==> src/rtl/layer_dma_sequencer_pkg.sv <==
// Shared types and helpers for the layer DMA sequencer.
// State/phase codes and 4 KB page arithmetic.
package layer_dma_sequencer_pkg;

  typedef enum logic [2:0] {
    S_IDLE,
    S_SETUP,
    S_WGT,
    S_IFM,
    S_OFM,
    S_DONE
  } state_t;

  localparam logic [1:0] PH_IDLE = 2'd0;
  localparam logic [1:0] PH_WGT  = 2'd1;
  localparam logic [1:0] PH_IFM  = 2'd2;
  localparam logic [1:0] PH_OFM  = 2'd3;

  localparam int unsigned PAGE_BYTES = 4096;

  // Beats left before the next 4 KB page for a beat-aligned offset.
  function automatic logic [12:0] beats_to_4kb(
    input logic [11:0] off,
    input int unsigned shift
  );
    logic [12:0] room;
    room = 13'(PAGE_BYTES) - {1'b0, off};
    return room >> shift;
  endfunction

endpackage

==> src/rtl/layer_dma_sequencer_burst_splitter.sv <==
// Cuts one phase into AXI-legal bursts.
// Tracks remaining beats and in-flight bursts.
module layer_dma_sequencer_burst_splitter
  import layer_dma_sequencer_pkg::*;
#(
  parameter int AXI_ADDR_W      = 32,
  parameter int DATA_BYTES      = 8,
  parameter int MAX_BURST       = 16,
  parameter int MAX_OUTSTANDING = 4
) (
  input  logic                  clk,
  input  logic                  rst_n,
  input  logic                  ld,
  input  logic [AXI_ADDR_W-1:0] ld_base,
  input  logic [39:0]           ld_beats,
  output logic                  cmd_valid,
  input  logic                  cmd_ready,
  output logic [AXI_ADDR_W-1:0] cmd_addr,
  output logic [7:0]            cmd_len,
  input  logic                  cmd_done,
  output logic                  phase_complete
);

  localparam int SHIFT = $clog2(DATA_BYTES);
  localparam int OW    = $clog2(MAX_OUTSTANDING + 1);
  localparam logic [AXI_ADDR_W-1:0] ALIGN =
    ~AXI_ADDR_W'(DATA_BYTES - 1);

  logic [AXI_ADDR_W-1:0] addr_q;
  logic [39:0]           rem_q;
  logic [OW-1:0]         outs_q;
  logic [12:0]           room;
  logic [39:0]           burst;
  logic [AXI_ADDR_W-1:0] adv;
  logic                  issue;
  logic                  retire;

  // Burst size: remaining, capped by max burst and page room.
  always_comb begin
    room  = beats_to_4kb(addr_q[11:0], SHIFT);
    burst = rem_q;
    if (burst > 40'(MAX_BURST))
      burst = 40'(MAX_BURST);
    if (burst > {27'd0, room})
      burst = {27'd0, room};
  end

  assign adv = AXI_ADDR_W'(burst[8:0]) << SHIFT;

  assign cmd_valid = (rem_q != '0) &&
                     (outs_q < OW'(MAX_OUTSTANDING));
  assign issue     = cmd_valid && cmd_ready;
  assign retire    = cmd_done && (outs_q != '0);

  assign cmd_addr = cmd_valid ? addr_q : '0;
  assign cmd_len  = cmd_valid ? 8'(burst - 40'd1) : 8'd0;

  assign phase_complete = (rem_q == '0) &&
                          (outs_q == '0);

  // Address and beat bookkeeping; load restarts a phase.
  always_ff @(posedge clk or negedge rst_n) begin
    if (!rst_n) begin
      addr_q <= '0;
      rem_q  <= '0;
    end else if (ld) begin
      addr_q <= ld_base & ALIGN;
      rem_q  <= ld_beats;
    end else if (issue) begin
      addr_q <= addr_q + adv;
      rem_q  <= rem_q - burst;
    end
  end

  // In-flight burst count; stray dones at zero are dropped.
  always_ff @(posedge clk or negedge rst_n) begin
    if (!rst_n) begin
      outs_q <= '0;
    end else begin
      unique case ({issue, retire})
        2'b10:   outs_q <= outs_q + OW'(1);
        2'b01:   outs_q <= outs_q - OW'(1);
        default: outs_q <= outs_q;
      endcase
    end
  end

endmodule

==> src/rtl/layer_dma_sequencer.sv <==
// Layer DMA sequencer: weights, IFM, then OFM.
// One burst splitter shared across read/write channels.
module layer_dma_sequencer
  import layer_dma_sequencer_pkg::*;
#(
  parameter int AXI_ADDR_W      = 32,
  parameter int DATA_BYTES      = 8,
  parameter int MAX_BURST       = 16,
  parameter int MAX_OUTSTANDING = 4
) (
  input  logic                  clk,
  input  logic                  rst_n,
  input  logic                  layer_start,
  input  logic [15:0]           H,
  input  logic [15:0]           W,
  input  logic [15:0]           Cin,
  input  logic [15:0]           Cout,
  input  logic [AXI_ADDR_W-1:0] weight_addr,
  input  logic [AXI_ADDR_W-1:0] ifm_addr,
  input  logic [AXI_ADDR_W-1:0] ofm_addr,
  output logic                  layer_done,
  output logic                  busy,
  output logic [1:0]            phase,
  output logic                  rd_cmd_valid,
  input  logic                  rd_cmd_ready,
  output logic [AXI_ADDR_W-1:0] rd_cmd_addr,
  output logic [7:0]            rd_cmd_len,
  input  logic                  rd_cmd_done,
  output logic                  wr_cmd_valid,
  input  logic                  wr_cmd_ready,
  output logic [AXI_ADDR_W-1:0] wr_cmd_addr,
  output logic [7:0]            wr_cmd_len,
  input  logic                  wr_cmd_done
);

  localparam int SHIFT = $clog2(DATA_BYTES);

  state_t                state_q;
  logic [15:0]           h_q;
  logic [15:0]           w_q;
  logic [15:0]           cin_q;
  logic [15:0]           cout_q;
  logic [AXI_ADDR_W-1:0] wa_q;
  logic [AXI_ADDR_W-1:0] ia_q;
  logic [AXI_ADDR_W-1:0] oa_q;

  logic [47:0] wgt_bytes;
  logic [47:0] ifm_bytes;
  logic [47:0] ofm_bytes;
  logic [39:0] wgt_beats;
  logic [39:0] ifm_beats_q;
  logic [39:0] ofm_beats_q;

  logic                  ld;
  logic [AXI_ADDR_W-1:0] ld_base;
  logic [39:0]           ld_beats;
  logic                  rd_sel;
  logic                  wr_sel;
  logic                  sp_valid;
  logic                  sp_ready;
  logic                  sp_done;
  logic [AXI_ADDR_W-1:0] sp_addr;
  logic [7:0]            sp_len;
  logic                  sp_complete;

  function automatic logic [39:0] to_beats(
    input logic [47:0] bytes
  );
    return 40'(({1'b0, bytes} +
                49'(DATA_BYTES - 1)) >> SHIFT);
  endfunction

  assign wgt_bytes = {32'd0, cin_q} * {32'd0, cout_q};
  assign ifm_bytes = {32'd0, h_q} * {32'd0, w_q} *
                     {32'd0, cin_q};
  assign ofm_bytes = {32'd0, h_q} * {32'd0, w_q} *
                     {32'd0, cout_q};
  assign wgt_beats = to_beats(wgt_bytes);

  // Capture layer config on an accepted start.
  always_ff @(posedge clk or negedge rst_n) begin
    if (!rst_n) begin
      h_q    <= '0;
      w_q    <= '0;
      cin_q  <= '0;
      cout_q <= '0;
      wa_q   <= '0;
      ia_q   <= '0;
      oa_q   <= '0;
    end else if (state_q == S_IDLE && layer_start) begin
      h_q    <= H;
      w_q    <= W;
      cin_q  <= Cin;
      cout_q <= Cout;
      wa_q   <= weight_addr;
      ia_q   <= ifm_addr;
      oa_q   <= ofm_addr;
    end
  end

  // Later-phase beat counts frozen during setup.
  always_ff @(posedge clk or negedge rst_n) begin
    if (!rst_n) begin
      ifm_beats_q <= '0;
      ofm_beats_q <= '0;
    end else if (state_q == S_SETUP) begin
      ifm_beats_q <= to_beats(ifm_bytes);
      ofm_beats_q <= to_beats(ofm_bytes);
    end
  end

  // Load the splitter on the edge that enters each phase.
  always_comb begin
    ld       = 1'b0;
    ld_base  = wa_q;
    ld_beats = wgt_beats;
    unique case (state_q)
      S_SETUP: ld = 1'b1;
      S_WGT: begin
        ld       = sp_complete;
        ld_base  = ia_q;
        ld_beats = ifm_beats_q;
      end
      S_IFM: begin
        ld       = sp_complete;
        ld_base  = oa_q;
        ld_beats = ofm_beats_q;
      end
      default: ld = 1'b0;
    endcase
  end

  assign rd_sel = (state_q == S_WGT) ||
                  (state_q == S_IFM);
  assign wr_sel = (state_q == S_OFM);

  // Route handshake inputs from the active channel.
  always_comb begin
    sp_ready = 1'b0;
    sp_done  = 1'b0;
    unique case (1'b1)
      rd_sel: begin
        sp_ready = rd_cmd_ready;
        sp_done  = rd_cmd_done;
      end
      wr_sel: begin
        sp_ready = wr_cmd_ready;
        sp_done  = wr_cmd_done;
      end
      default: begin
        sp_ready = 1'b0;
        sp_done  = 1'b0;
      end
    endcase
  end

  assign rd_cmd_valid = rd_sel & sp_valid;
  assign rd_cmd_addr  = rd_sel ? sp_addr : '0;
  assign rd_cmd_len   = rd_sel ? sp_len : '0;
  assign wr_cmd_valid = wr_sel & sp_valid;
  assign wr_cmd_addr  = wr_sel ? sp_addr : '0;
  assign wr_cmd_len   = wr_sel ? sp_len : '0;

  layer_dma_sequencer_burst_splitter #(
    .AXI_ADDR_W      (AXI_ADDR_W),
    .DATA_BYTES      (DATA_BYTES),
    .MAX_BURST       (MAX_BURST),
    .MAX_OUTSTANDING (MAX_OUTSTANDING)
  ) u_burst_splitter (
    .clk            (clk),
    .rst_n          (rst_n),
    .ld             (ld),
    .ld_base        (ld_base),
    .ld_beats       (ld_beats),
    .cmd_valid      (sp_valid),
    .cmd_ready      (sp_ready),
    .cmd_addr       (sp_addr),
    .cmd_len        (sp_len),
    .cmd_done       (sp_done),
    .phase_complete (sp_complete)
  );

  // Phase sequencing with registered status outputs.
  always_ff @(posedge clk or negedge rst_n) begin
    if (!rst_n) begin
      state_q    <= S_IDLE;
      phase      <= PH_IDLE;
      busy       <= 1'b0;
      layer_done <= 1'b0;
    end else begin
      layer_done <= 1'b0;
      unique case (state_q)
        S_IDLE: begin
          if (layer_start) begin
            state_q <= S_SETUP;
            busy    <= 1'b1;
          end
        end
        S_SETUP: begin
          state_q <= S_WGT;
          phase   <= PH_WGT;
        end
        S_WGT: begin
          if (sp_complete) begin
            state_q <= S_IFM;
            phase   <= PH_IFM;
          end
        end
        S_IFM: begin
          if (sp_complete) begin
            state_q <= S_OFM;
            phase   <= PH_OFM;
          end
        end
        S_OFM: begin
          if (sp_complete) begin
            state_q    <= S_DONE;
            phase      <= PH_IDLE;
            layer_done <= 1'b1;
          end
        end
        S_DONE: begin
          state_q <= S_IDLE;
          busy    <= 1'b0;
        end
        default: state_q <= S_IDLE;
      endcase
    end
  end

endmodule

==> config.mk <==
export PLATFORM = sky130hd
export DESIGN_NAME = layer_dma_sequencer
export DESIGN_NICKNAME = d
export VERILOG_FILES = /design/src/rtl/layer_dma_sequencer_pkg.sv /design/src/rtl/layer_dma_sequencer_burst_splitter.sv /design/src/rtl/layer_dma_sequencer.sv
export SDC_FILE = /design/constraint.sdc
export NUM_CORES = 2
export LEC_CHECK = 0
export ABC_CLOCK_PERIOD_IN_PS = 25800
export BUFFER_PORTS_ARGS = -buffer_cell sky130_fd_sc_hd__buf_2
export CAP_MARGIN = 20
export CORE_UTILIZATION = 45
export CTS_CLUSTER_SIZE = 25
export DETAILED_ROUTE_END_ITERATION = 7
export MAX_ROUTING_LAYER = met4
export RECOVER_POWER = 100
export SLEW_MARGIN = 20
export SYNTH_ARGS = -nofsm -noshare
export SYNTH_HDL_FRONTEND = slang
export SYNTH_HIERARCHICAL = 1
export SYNTH_SLANG_ARGS = --single-unit
==> constraint.sdc <==
create_clock -name clk -period 25.8 [get_ports clk]
set_clock_uncertainty 0.05 [all_clocks]
set_input_delay 2.58 -clock clk [delete_from_list [all_inputs] [get_ports clk]]
set_output_delay 2.58 -clock clk [all_outputs]
set_load 0.01 [all_outputs]
==> summary.md <==
| Metric | Value |
|---|---|
| First-pass GRT wire length | `285.8 mm` |
| Slowest cell on the critical path | `clkbuf_1` |
| GR Overflow Total | `0` |
| Status | `complete, but fails checks` |
| Register Area | `7782 um2` |
| Initial antenna violation count | `3` |
| Clk root buf | `clkbuf_16` |
| Final WL | `177.4 mm` |
| Sum Neg Setup Slack | `0 ns` |
| Data arrival, critical path | `15.82 ns` |
| DRC viols | `98` |
| Endpoint class of the critical path | `register` |
| HP Class | `register to register` |
| Final HPWL from detailed placement | `134.8 mm` |
| Crit Path Class | `register to register` |
| Cts bufs inserted | `41` |
| Final Hold Fails | `0` |
| Fillers | `14000` |
| Flop2flop setup slack | `10.37 ns` |
| Worst r2r dst | `ofm_beats_q[36]$_DFFE_PN0P_` |
| Clk slew on worst S/H paths | `0.06 ns` |
| Post-CTS resize count | `0` |
| Min cycle time layout | `15.43 ns` |
| Failing checks | `DRC, capacitance limit, slew limit` |
| Setup crit start | `h_q[0]$_DFFE_PN0P_` |
| Fin crit share | `59.80%` |
| MaxCap Viol Count | `16` |
| Critical Path Most Common Cell | `fa_1` |
| Worst reg2reg path depth | `41` |
| Area of the multi-input gates | `51150 um2` |
| TritonCTS clock tree | `done` |
| Synth Instances | `7373` |
| Detail Route Antenna Nets | `0` |
| Sink Count | `310` |
| Slew HR | `-253.1%` |
| CP max stage delay | `1.57 ns` |
| Synth-to-layout area growth | `6.479%` |
| Buffer and inverter count on the worst path | `10` |
| Routability Congestion | `0.9067` |
| Synth Cell Area | `65270 um2` |
| Hold Startpoint | `ofm_beats_q[19]$_DFFE_PN0P_` |
| Synth warn | `6` |
| FP Rows | `139` |
| Die area | `146600 um2` |
| Number of DRC markers in iteration 0 | `2781` |
| Largest net degree at the start of global routing | `107` |
| Clock Tree Buf Depth | `3` |
| WHS Path Cells | `2` |
| Setup repair after global routing missed its margin | `no` |
| H-tree Lvls | `2` |
| Via count | `49706` |
| Number of nets in the layout | `9184` |
| Setup Buffers After CTS | `0` |
| Starting density of the core | `45.38%` |
| Final Max Tran Viols | `773` |
| Vias in the first global route | `51619` |
| DRT Pass-1 Iters | `8` |
| Clk Latency, worst-skew pair | `0.65 ns` |
| Hold Path End | `ofm_beats_q[19]$_DFFE_PN0P_` |
| Setup crit start kind | `register` |
| Vias per std cell | `5.350` |
| GRT Total Usage | `25.38%` |
| Hold_buf cts | `0` |
| Worst path top cell family by delay | `adder cells` |
| Worst-path fanout max | `33` |
| Reg-to-reg startpoint | `h_q[0]$_DFFE_PN0P_` |
| Port bufs | `237` |
| Core Area | `143800 um2` |
| Required time worst endpoint | `26.19 ns` |
| Fmax | `64.81 MHz` |
| Die height | `382.9 um` |
| Die Width | `382.9 um` |
| Worst-Margin Slew | `5.296 ns` |
| Proportion of layout cells with a drive suffix above 1 | `7.707%` |
| I/O pins | `253` |
| Count of final setup violators | `0` |
| DR WL/cell | `19.09 um` |
| Average size of a mapped cell | `8.853 um2` |
==> layout by cell type (no fill, tap or decap), types with 9 or more instances in the layout <==
master,instances
a211oi_1,21
a21o_1,110
a21oi_1,241
a31oi_1,24
and2_0,44
and2_1,530
and3_1,82
and4_1,11
buf_2,190
buf_4,79
clkbuf_1,71
clkbuf_16,41
conb_1,37
dfrtp_1,292
dfrtp_2,17
fa_1,1217
ha_1,450
inv_1,1325
mux2_2,158
mux2i_1,72
nand2_1,1230
nand2b_1,55
nand3_1,45
nand4_1,26
nor2_1,201
nor2b_1,41
nor3_1,34
nor4_1,20
o211ai_1,15
o21a_1,23
o21ai_0,244
o21bai_1,33
o221ai_1,11
o31ai_1,9
or2_2,9
or3_1,12
xnor2_1,102
xnor2_2,19
xor2_1,82
==> metal layers <==
layer	GRT usage, %	vias up	part of all wire (%)
li1	-	22493	-
met1	33.91	25664	44
met2	41.59	1321	48
met3	2.466	228	5.3
met4	6.170	0	2.8
met5	-	-	0
==> sequential cells by signal, summed over array words and instances (netlist names), 2 cells and up <==
register                 cells
ifm_beats_q                 40
ofm_beats_q                 40
u_burst_splitter/rem_q      40
ia_q                        29
oa_q                        29
u_burst_splitter/addr_q     29
wa_q                        29
cin_q                       16
cout_q                      16
h_q                         16
w_q                         16
state_q                      3
u_burst_splitter/outs_q      3
phase                        2
==> worst reg2reg max path, delay by kind of cell, from the launching register on <==
kind | cells | cell delay, ns
flops | 1 | 0.48
mux | 1 | 0.21
buf+inv | 10 | 3.54
fa+ha+maj | 14 | 6.13
simple gates | 4 | 1.15
compound gates | 11 | 3.54
xor+xnor | 1 | 0.14
==> cell type report <==
| type | count | area share [%] |
|---|---|---|
| antenna | 4 | 0.01440 |
| clock buffer | 57 | 1.663 |
| clock inverter | 19 | 0.3924 |
| inverter | 1325 | 7.156 |
| multi-input combinational | 5341 | 73.59 |
| sequential | 310 | 11.20 |
| tap | 1903 | 3.426 |
| timing repair buffer | 331 | 2.556 |
==> through the flow <==
| stage | instances | hold slack, ns | utilization, % | worst slack [ns] | cell area (um2) |
|---|---|---|---|---|---|
| final | 9290 | 0.4101 | 48.32 | 10.37 | 69500 |
| after global routing | 9287 | 0.4504 | 48.32 | 9.960 | 69500 |
| after CTS | 9286 | 0.4118 | 48.48 | 12.10 | 69720 |
| after detailed placement | 9210 | 0.3987 | 47.48 | 12.22 | 68300 |
| after global placement | 9210 | 0.3943 | 47.48 | 12.35 | 68290 |
| after floorplan | 7408 | 0.3800 | - | 14.04 | 65410 |
==> how the worst max path moves through the flow <==
stage,endpoint,slack (ns),cells after the start
final,ofm_beats_q[36]$_DFFE_PN0P_,10.37,41
after global routing,ofm_beats_q[36]$_DFFE_PN0P_,9.96,41
after CTS,ofm_beats_q[36]$_DFFE_PN0P_,12.10,41
after detailed placement,ofm_beats_q[36]$_DFFE_PN0P_,12.22,41
after global placement,ofm_beats_q[36]$_DFFE_PN0P_,12.35,41
after floorplan,ifm_beats_q[39]$_DFFE_PN0P_,14.04,43
Power is left out: the tool's default activity adds up to more than one toggle a clock period on the data nets, which glitch-free logic cannot reach.
